### config.mk
export PLATFORM = sky130hd
export DESIGN_NAME = result_trace_buffer
export DESIGN_NICKNAME = d
export VERILOG_FILES = /design/src/rtl/trace_pkg.sv /design/src/rtl/trace_ram.sv /design/src/rtl/result_trace_buffer.sv
export SDC_FILE = /design/constraint.sdc
export NUM_CORES = 1
export LEC_CHECK = 0
export BUFFER_PORTS_ARGS = -buffer_cell sky130_fd_sc_hd__buf_2
export CAP_MARGIN = 0
export CORE_UTILIZATION = 24
export CTS_CLUSTER_DIAMETER = 100
export DETAILED_ROUTE_END_ITERATION = 7
export GPL_TIMING_DRIVEN = 0
export SLEW_MARGIN = 30
export SYNTH_ARGS = -nofsm -noshare
export SYNTH_HDL_FRONTEND = slang
export SYNTH_SLANG_ARGS = --single-unit
### constraint.sdc
create_clock -name clk -period 15.66 [get_ports clk]
set_clock_uncertainty 0.1 [all_clocks]
set_input_delay 3.132 -clock clk [delete_from_list [all_inputs] [get_ports clk]]
set_output_delay 3.132 -clock clk [all_outputs]
set_load 0.02 [all_outputs]
### src/rtl/trace_pkg.sv
// Shared definitions for the result trace buffer: FSM state encoding,
// default traced word width and timestamp width.
package trace_pkg;

  localparam int TRACE_WORDSIZE_DEFAULT = 64;
  localparam int TRACE_STAMP_W          = 32;

  typedef enum logic [1:0] {
    ST_IDLE    = 2'd0,
    ST_CAPTURE = 2'd1,
    ST_POST    = 2'd2,
    ST_FROZEN  = 2'd3
  } state_e;

endpackage

### src/rtl/trace_ram.sv
// Trace storage: DEPTH x WIDTH array, one synchronous write port and one
// asynchronous read port so the oldest entry falls through to the output.
// Contents are never reset.
module trace_ram #(
  parameter int DEPTH = 16,
  parameter int WIDTH = 64
) (
  input  logic                     clk,
  input  logic                     we,
  input  logic [$clog2(DEPTH)-1:0] waddr,
  input  logic [WIDTH-1:0]         wdata,
  input  logic [$clog2(DEPTH)-1:0] raddr,
  output logic [WIDTH-1:0]         rdata
);

  logic [WIDTH-1:0] mem [DEPTH];

  // Single write port; storage needs no reset.
  always_ff @(posedge clk) begin
    if (we) begin
      mem[waddr] <= wdata;
    end
  end

  assign rdata = mem[raddr];

endmodule

### src/rtl/result_trace_buffer.sv
// Result trace buffer: circular capture of the processor result bus with a
// value trigger, a configurable post-trigger window and a FIFO-style drain
// once frozen. Define RESULT_TRACE_TIMESTAMP_EN to store a 32-bit cycle
// stamp with every entry, presented on rd_stamp.
module result_trace_buffer
  import trace_pkg::*;
#(
  parameter int WORDSIZE    = TRACE_WORDSIZE_DEFAULT,
  parameter int DEPTH       = 16,
  parameter int POST_TRIG   = 4,
  parameter int CHANGE_ONLY = 0
) (
  input  logic                         clk,
  input  logic                         reset,
  input  logic [WORDSIZE-1:0]          result,
  input  logic                         result_valid,
  input  logic                         arm,
  input  logic                         trig_en,
  input  logic [WORDSIZE-1:0]          trig_value,
  output logic                         rd_valid,
  output logic [WORDSIZE-1:0]          rd_data,
  input  logic                         rd_ready,
  output logic [$clog2(DEPTH+1)-1:0]   count,
  output logic [1:0]                   state,
  output logic                         overflow
`ifdef RESULT_TRACE_TIMESTAMP_EN
  ,
  output logic [TRACE_STAMP_W-1:0]     rd_stamp
`endif
);

  localparam int AW = $clog2(DEPTH);
  localparam int CW = $clog2(DEPTH + 1);
  // Post counter must hold POST_TRIG; keep at least one bit when it is 0.
  localparam int PW = (POST_TRIG < 1) ? 1 : $clog2(POST_TRIG + 1);

  state_e              state_q, state_d;
  logic [CW-1:0]       count_q, count_d;
  logic [AW-1:0]       head_q, head_d;
  logic [AW-1:0]       tail_q, tail_d;
  logic                overflow_q, overflow_d;
  logic [PW-1:0]       post_q, post_d;
  logic [WORDSIZE-1:0] last_q, last_d;
  logic                first_q, first_d;

  logic capturing;
  logic trig_hit;
  logic changed;
  logic accept;
  logic pop;
  logic full;
  logic wr_en;

  // Sample qualification: trigger samples bypass the change filter, and the
  // first sample after arm always counts as changed.
  always_comb begin
    capturing = (state_q == ST_CAPTURE) || (state_q == ST_POST);
    trig_hit  = (state_q == ST_CAPTURE) && trig_en && result_valid &&
                (result == trig_value);
    changed   = first_q || (result != last_q);
    accept    = capturing && result_valid &&
                (trig_hit || (CHANGE_ONLY == 0) || changed);
    pop       = rd_valid && rd_ready;
    full      = (count_q == CW'(DEPTH));
    wr_en     = accept && !arm;
  end

  // Next-state logic; arm overrides any sample or pop in the same cycle.
  always_comb begin
    state_d    = state_q;
    count_d    = count_q;
    head_d     = head_q;
    tail_d     = tail_q;
    overflow_d = overflow_q;
    post_d     = post_q;
    last_d     = last_q;
    first_d    = first_q;
    if (arm) begin
      state_d    = ST_CAPTURE;
      count_d    = '0;
      head_d     = '0;
      tail_d     = '0;
      overflow_d = 1'b0;
      post_d     = '0;
      first_d    = 1'b1;
    end else if (accept) begin
      tail_d  = tail_q + AW'(1);
      last_d  = result;
      first_d = 1'b0;
      if (full) begin
        // Overwrite the oldest entry: head follows tail, count saturates.
        head_d     = head_q + AW'(1);
        overflow_d = 1'b1;
      end else begin
        count_d = count_q + CW'(1);
      end
      if (trig_hit) begin
        post_d  = PW'(POST_TRIG);
        state_d = (POST_TRIG == 0) ? ST_FROZEN : ST_POST;
      end else if (state_q == ST_POST) begin
        post_d = post_q - PW'(1);
        if (post_q == PW'(1)) begin
          state_d = ST_FROZEN;
        end
      end
    end else if (pop) begin
      head_d  = head_q + AW'(1);
      count_d = count_q - CW'(1);
    end
  end

  // Control registers with synchronous reset.
  always_ff @(posedge clk) begin
    if (reset) begin
      state_q    <= ST_IDLE;
      count_q    <= '0;
      head_q     <= '0;
      tail_q     <= '0;
      overflow_q <= 1'b0;
      post_q     <= '0;
      last_q     <= '0;
      first_q    <= 1'b1;
    end else begin
      state_q    <= state_d;
      count_q    <= count_d;
      head_q     <= head_d;
      tail_q     <= tail_d;
      overflow_q <= overflow_d;
      post_q     <= post_d;
      last_q     <= last_d;
      first_q    <= first_d;
    end
  end

  // Entries may only be drained while capture is stopped.
  always_comb begin
    rd_valid = ((state_q == ST_IDLE) || (state_q == ST_FROZEN)) &&
               (count_q != '0);
  end

  assign count    = count_q;
  assign state    = state_q;
  assign overflow = overflow_q;

  trace_ram #(
    .DEPTH (DEPTH),
    .WIDTH (WORDSIZE)
  ) u_data_ram (
    .clk   (clk),
    .we    (wr_en),
    .waddr (tail_q),
    .wdata (result),
    .raddr (head_q),
    .rdata (rd_data)
  );

`ifdef RESULT_TRACE_TIMESTAMP_EN
  logic [TRACE_STAMP_W-1:0] stamp_q, stamp_d;

  // Free-running cycle stamp, restarted by arm; wraps naturally.
  always_comb begin
    stamp_d = arm ? '0 : stamp_q + TRACE_STAMP_W'(1);
  end

  // Stamp register with synchronous reset.
  always_ff @(posedge clk) begin
    if (reset) begin
      stamp_q <= '0;
    end else begin
      stamp_q <= stamp_d;
    end
  end

  trace_ram #(
    .DEPTH (DEPTH),
    .WIDTH (TRACE_STAMP_W)
  ) u_stamp_ram (
    .clk   (clk),
    .we    (wr_en),
    .waddr (tail_q),
    .wdata (stamp_q),
    .raddr (head_q),
    .rdata (rd_stamp)
  );
`endif

endmodule

==> impl_metrics.json <==
{
  "status": "finished clean",
  "finalCritPeriodShare_pct": 45.5,
  "rsz0062_at_grt": "no",
  "worstPathRequired_ns": 12.43,
  "die_w_um": 412,
  "layout.nets": 2221,
  "gp_congestion": 0.718,
  "grt_antenna_before_repair": 34,
  "grt_pass1_wl_mm": 157,
  "start_util_pct": 24.2,
  "pin_count": 207,
  "synth.avg_cell_area_um2": 24.4,
  "synth_cell_type_count": 38,
  "ff2ff_setup_slack_ns": 11.69,
  "crit_type": "flop to primary output",
  "h-tree-depth": 3,
  "timing.rr.start": "state[0]",
  "holdBufCountCts": 0,
  "grt_pass1_vias": 19500,
  "gr-usage-all-layers_pct": 13.3,
  "syn_area_um2": 40400,
  "post_cts_buffers": 0,
  "cts_resized": 0,
  "cts_sinks": 1047,
  "final_area_um2": 49500,
  "worst_pin_slew_ns": 1.02,
  "synthSimpleGateAreaFrac_pct": 1.08,
  "cts_tree": "done",
  "path_max_fanout": 10,
  "comb_power_share_pct": 4.1,
  "clk_pin_slew_ns": 0.06,
  "synth.area.top_cells": "edfxtp_1 (76%), mux4_2 (17%), xnor2_1 (1.3%)",
  "placed_cell_area_um2": 46200,
  "io_buffers": 206,
  "synth_enable_flop_cells": 1024,
  "vias_per_cell": 4.46,
  "slew_headroom_pct": 32.2,
  "area_growth_pct": 22.6,
  "p_sw_share_pct": 21.2,
  "p_sw_mw": 1.21,
  "drc": 0,
  "synth_flop_cell": "edfxtp_1",
  "r2r-end": "u_data_ram.mem[1][27]",
  "seq_area_frac_synth_pct": 77.3,
  "synth_xor_area_share_pct": 1.45,
  "end_kind": "primary output",
  "finalHoldViolCount": 0,
  "sequentialPowerShare_pct": 54.1,
  "drv_cap": 0,
  "finalSetupViolations": 0,
  "setup_tns_ns": 0,
  "drt-wirelength-per-cell_um": 26.1,
  "synthMuxAreaShare_pct": 18.1,
  "layout_commonest_cell": "edfxtp_1",
  "ir_drop_v": 0.0000936,
  "cp_data_arrival_time_ns": 3.89,
  "ant_nets": 0,
  "p_per_area_nw_per_um2": 115,
  "hold_class": "flop to flop",
  "synth_compound_area_share_pct": 0.384,
  "drt_iter0_drc": 2537,
  "async_reset_ff_share_pct": 0,
  "root_buffer": "clkbuf_16",
  "vias": 19500,
  "wl_mm": 114,
  "reg2reg_depth": 14,
  "die_h_um": 412,
  "dr.pass1.iters": 8,
  "intPower_mw": 4.49,
  "insertion_delay_ns": 0.65,
  "post-route-min-period_ns": 7.12,
  "synth_fa_ha_area_share_pct": 0.422,
  "syn_inst": 1655,
  "grt_max_degree": 19,
  "yosys.area.top_type": "edfxtp_1",
  "dp_hpwl_mm": 82.1,
  "slew_violations": 0,
  "drive_gt1_share_pct": 38.4,
  "cts_made_buffers": 101,
  "cp-start-kind": "flop",
  "leakage_nw": 15.1,
  "syn-num-nets": 1802,
  "max_clock_freq_mhz": 140,
  "clockBufferDepth": 3,
  "ys_seq_elements": 1047,
  "core_um2": 167000,
  "synth_top_cell_area_share_pct": 76.2,
  "grt.overflow.total": 0,
  "most-common-layout-cells": "edfxtp_1 (1024), mux4_2 (304), buf_2 (216), clkbuf_16 (102), buf_4 (59)",
  "rows": 150,
  "dieArea_um2": 170000,
  "yosysWarningCount": 0,
  "pwr-share-clk_pct": 41.9,
  "synth_top_family_by_area": "multiplexers",
  "crit_end": "rd_data[50]"
}
==> routing by layer <==
metal / part of all wire, % / vias to the layer above / GRT usage [%]
li1: - / 7973 / -
met1: 42 / 10400 / 18.4
met2: 46 / 874 / 20.4
met3: 9.4 / 175 / 3.51
met4: 2.8 / 22 / 3.72
met5: 0.11 / - / 0
==> cells by family after synthesis <==
| group | Yosys count |
|---|---|
| flip-flops | 1047 |
| AO/OA/AOI/OAI | 22 |
| buffers and inverters | 93 |
| adder cells (fa/ha/maj) | 13 |
| multiplexers | 323 |
| XOR/XNOR | 67 |
| AND/OR/NAND/NOR | 90 |
==> metrics by stage <==
step                      util, %  hold WS [ns]  std cells  worst slack [ns]  total power [mW]
after detailed placement     27.7         0.362       4175              9.19              3.38
final                        29.6         0.379       4366              8.54              5.70
after global routing         29.6         0.403       4364              8.46              5.85
after CTS                    29.6         0.380       4364              8.47              5.74
after floorplan                 -         0.382       1655              6.76              3.25
after global placement       26.4         0.365       4065             0.319              3.37
==> state kept, by name, summed over array words and instances, names as in the netlist, named ones only <==
register,flops
state,2
head_q,4
tail_q,4
count,5
u_data_ram.mem,1024
post_q,3
overflow,1
==> cells in the mapped netlist (all sizes together) (2+ instances only) <==
| cell | n |
|---|---|
| a21o | 2 |
| a21oi | 5 |
| a221o | 2 |
| a22o | 2 |
| buf | 47 |
| clkbuf | 29 |
| dfxtp | 23 |
| edfxtp | 1024 |
| ha | 12 |
| inv | 17 |
| mux2i | 3 |
| mux4 | 320 |
| nand2 | 12 |
| nand2b | 3 |
| nand3 | 2 |
| nand4 | 17 |
| nor2 | 34 |
| nor2b | 4 |
| nor3 | 10 |
| nor4 | 4 |
| o21ai | 4 |
| o22ai | 4 |
| xnor2 | 61 |
| xor2 | 6 |
==> how the worst min path moves through the flow <==
stage	from	end	slack (ns)	cells after the start
floorplan	tail_q[1]	tail_q[1]	0.38	2
global route	overflow	overflow	0.40	2
global placement	overflow	overflow	0.36	2
CTS	overflow	overflow	0.38	2
finish	overflow	overflow	0.38	2
detailed placement	overflow	overflow	0.36	2
==> cell type report <==
type / instances / area, um2
Buffer: 76 / 460
Sequential cell: 1047 / 31200
Tap cell: 2204 / 2760
Timing Repair Buffer: 316 / 2970
Multi-Input combinational cell: 515 / 8780
Fill cell: 16100 / 118000
Clock buffer: 122 / 2640
Antenna cell: 2 / 5.00
Clock inverter: 67 / 598
Inverter: 17 / 63.8
==> power by group through the flow <==
stage | clock network (mW) | registers (mW) | logic [mW]
detailed placement | 0 | 3.14 | 0.238
global route | 2.53 | 3.08 | 0.248
finish | 2.39 | 3.08 | 0.231
CTS | 2.42 | 3.08 | 0.238
floorplan | 0 | 3.14 | 0.103
global placement | 0 | 3.14 | 0.231
==> worst max-delay path, stage by stage, from the launching register on <==
cell	delay (ns)
dfxtp_1	0.43
clkbuf_1	0.78
clkbuf_1	0.82
mux4_2	0.43
mux4_2	0.55
buf_2	0.20
(Power assumes the default switching activity.)
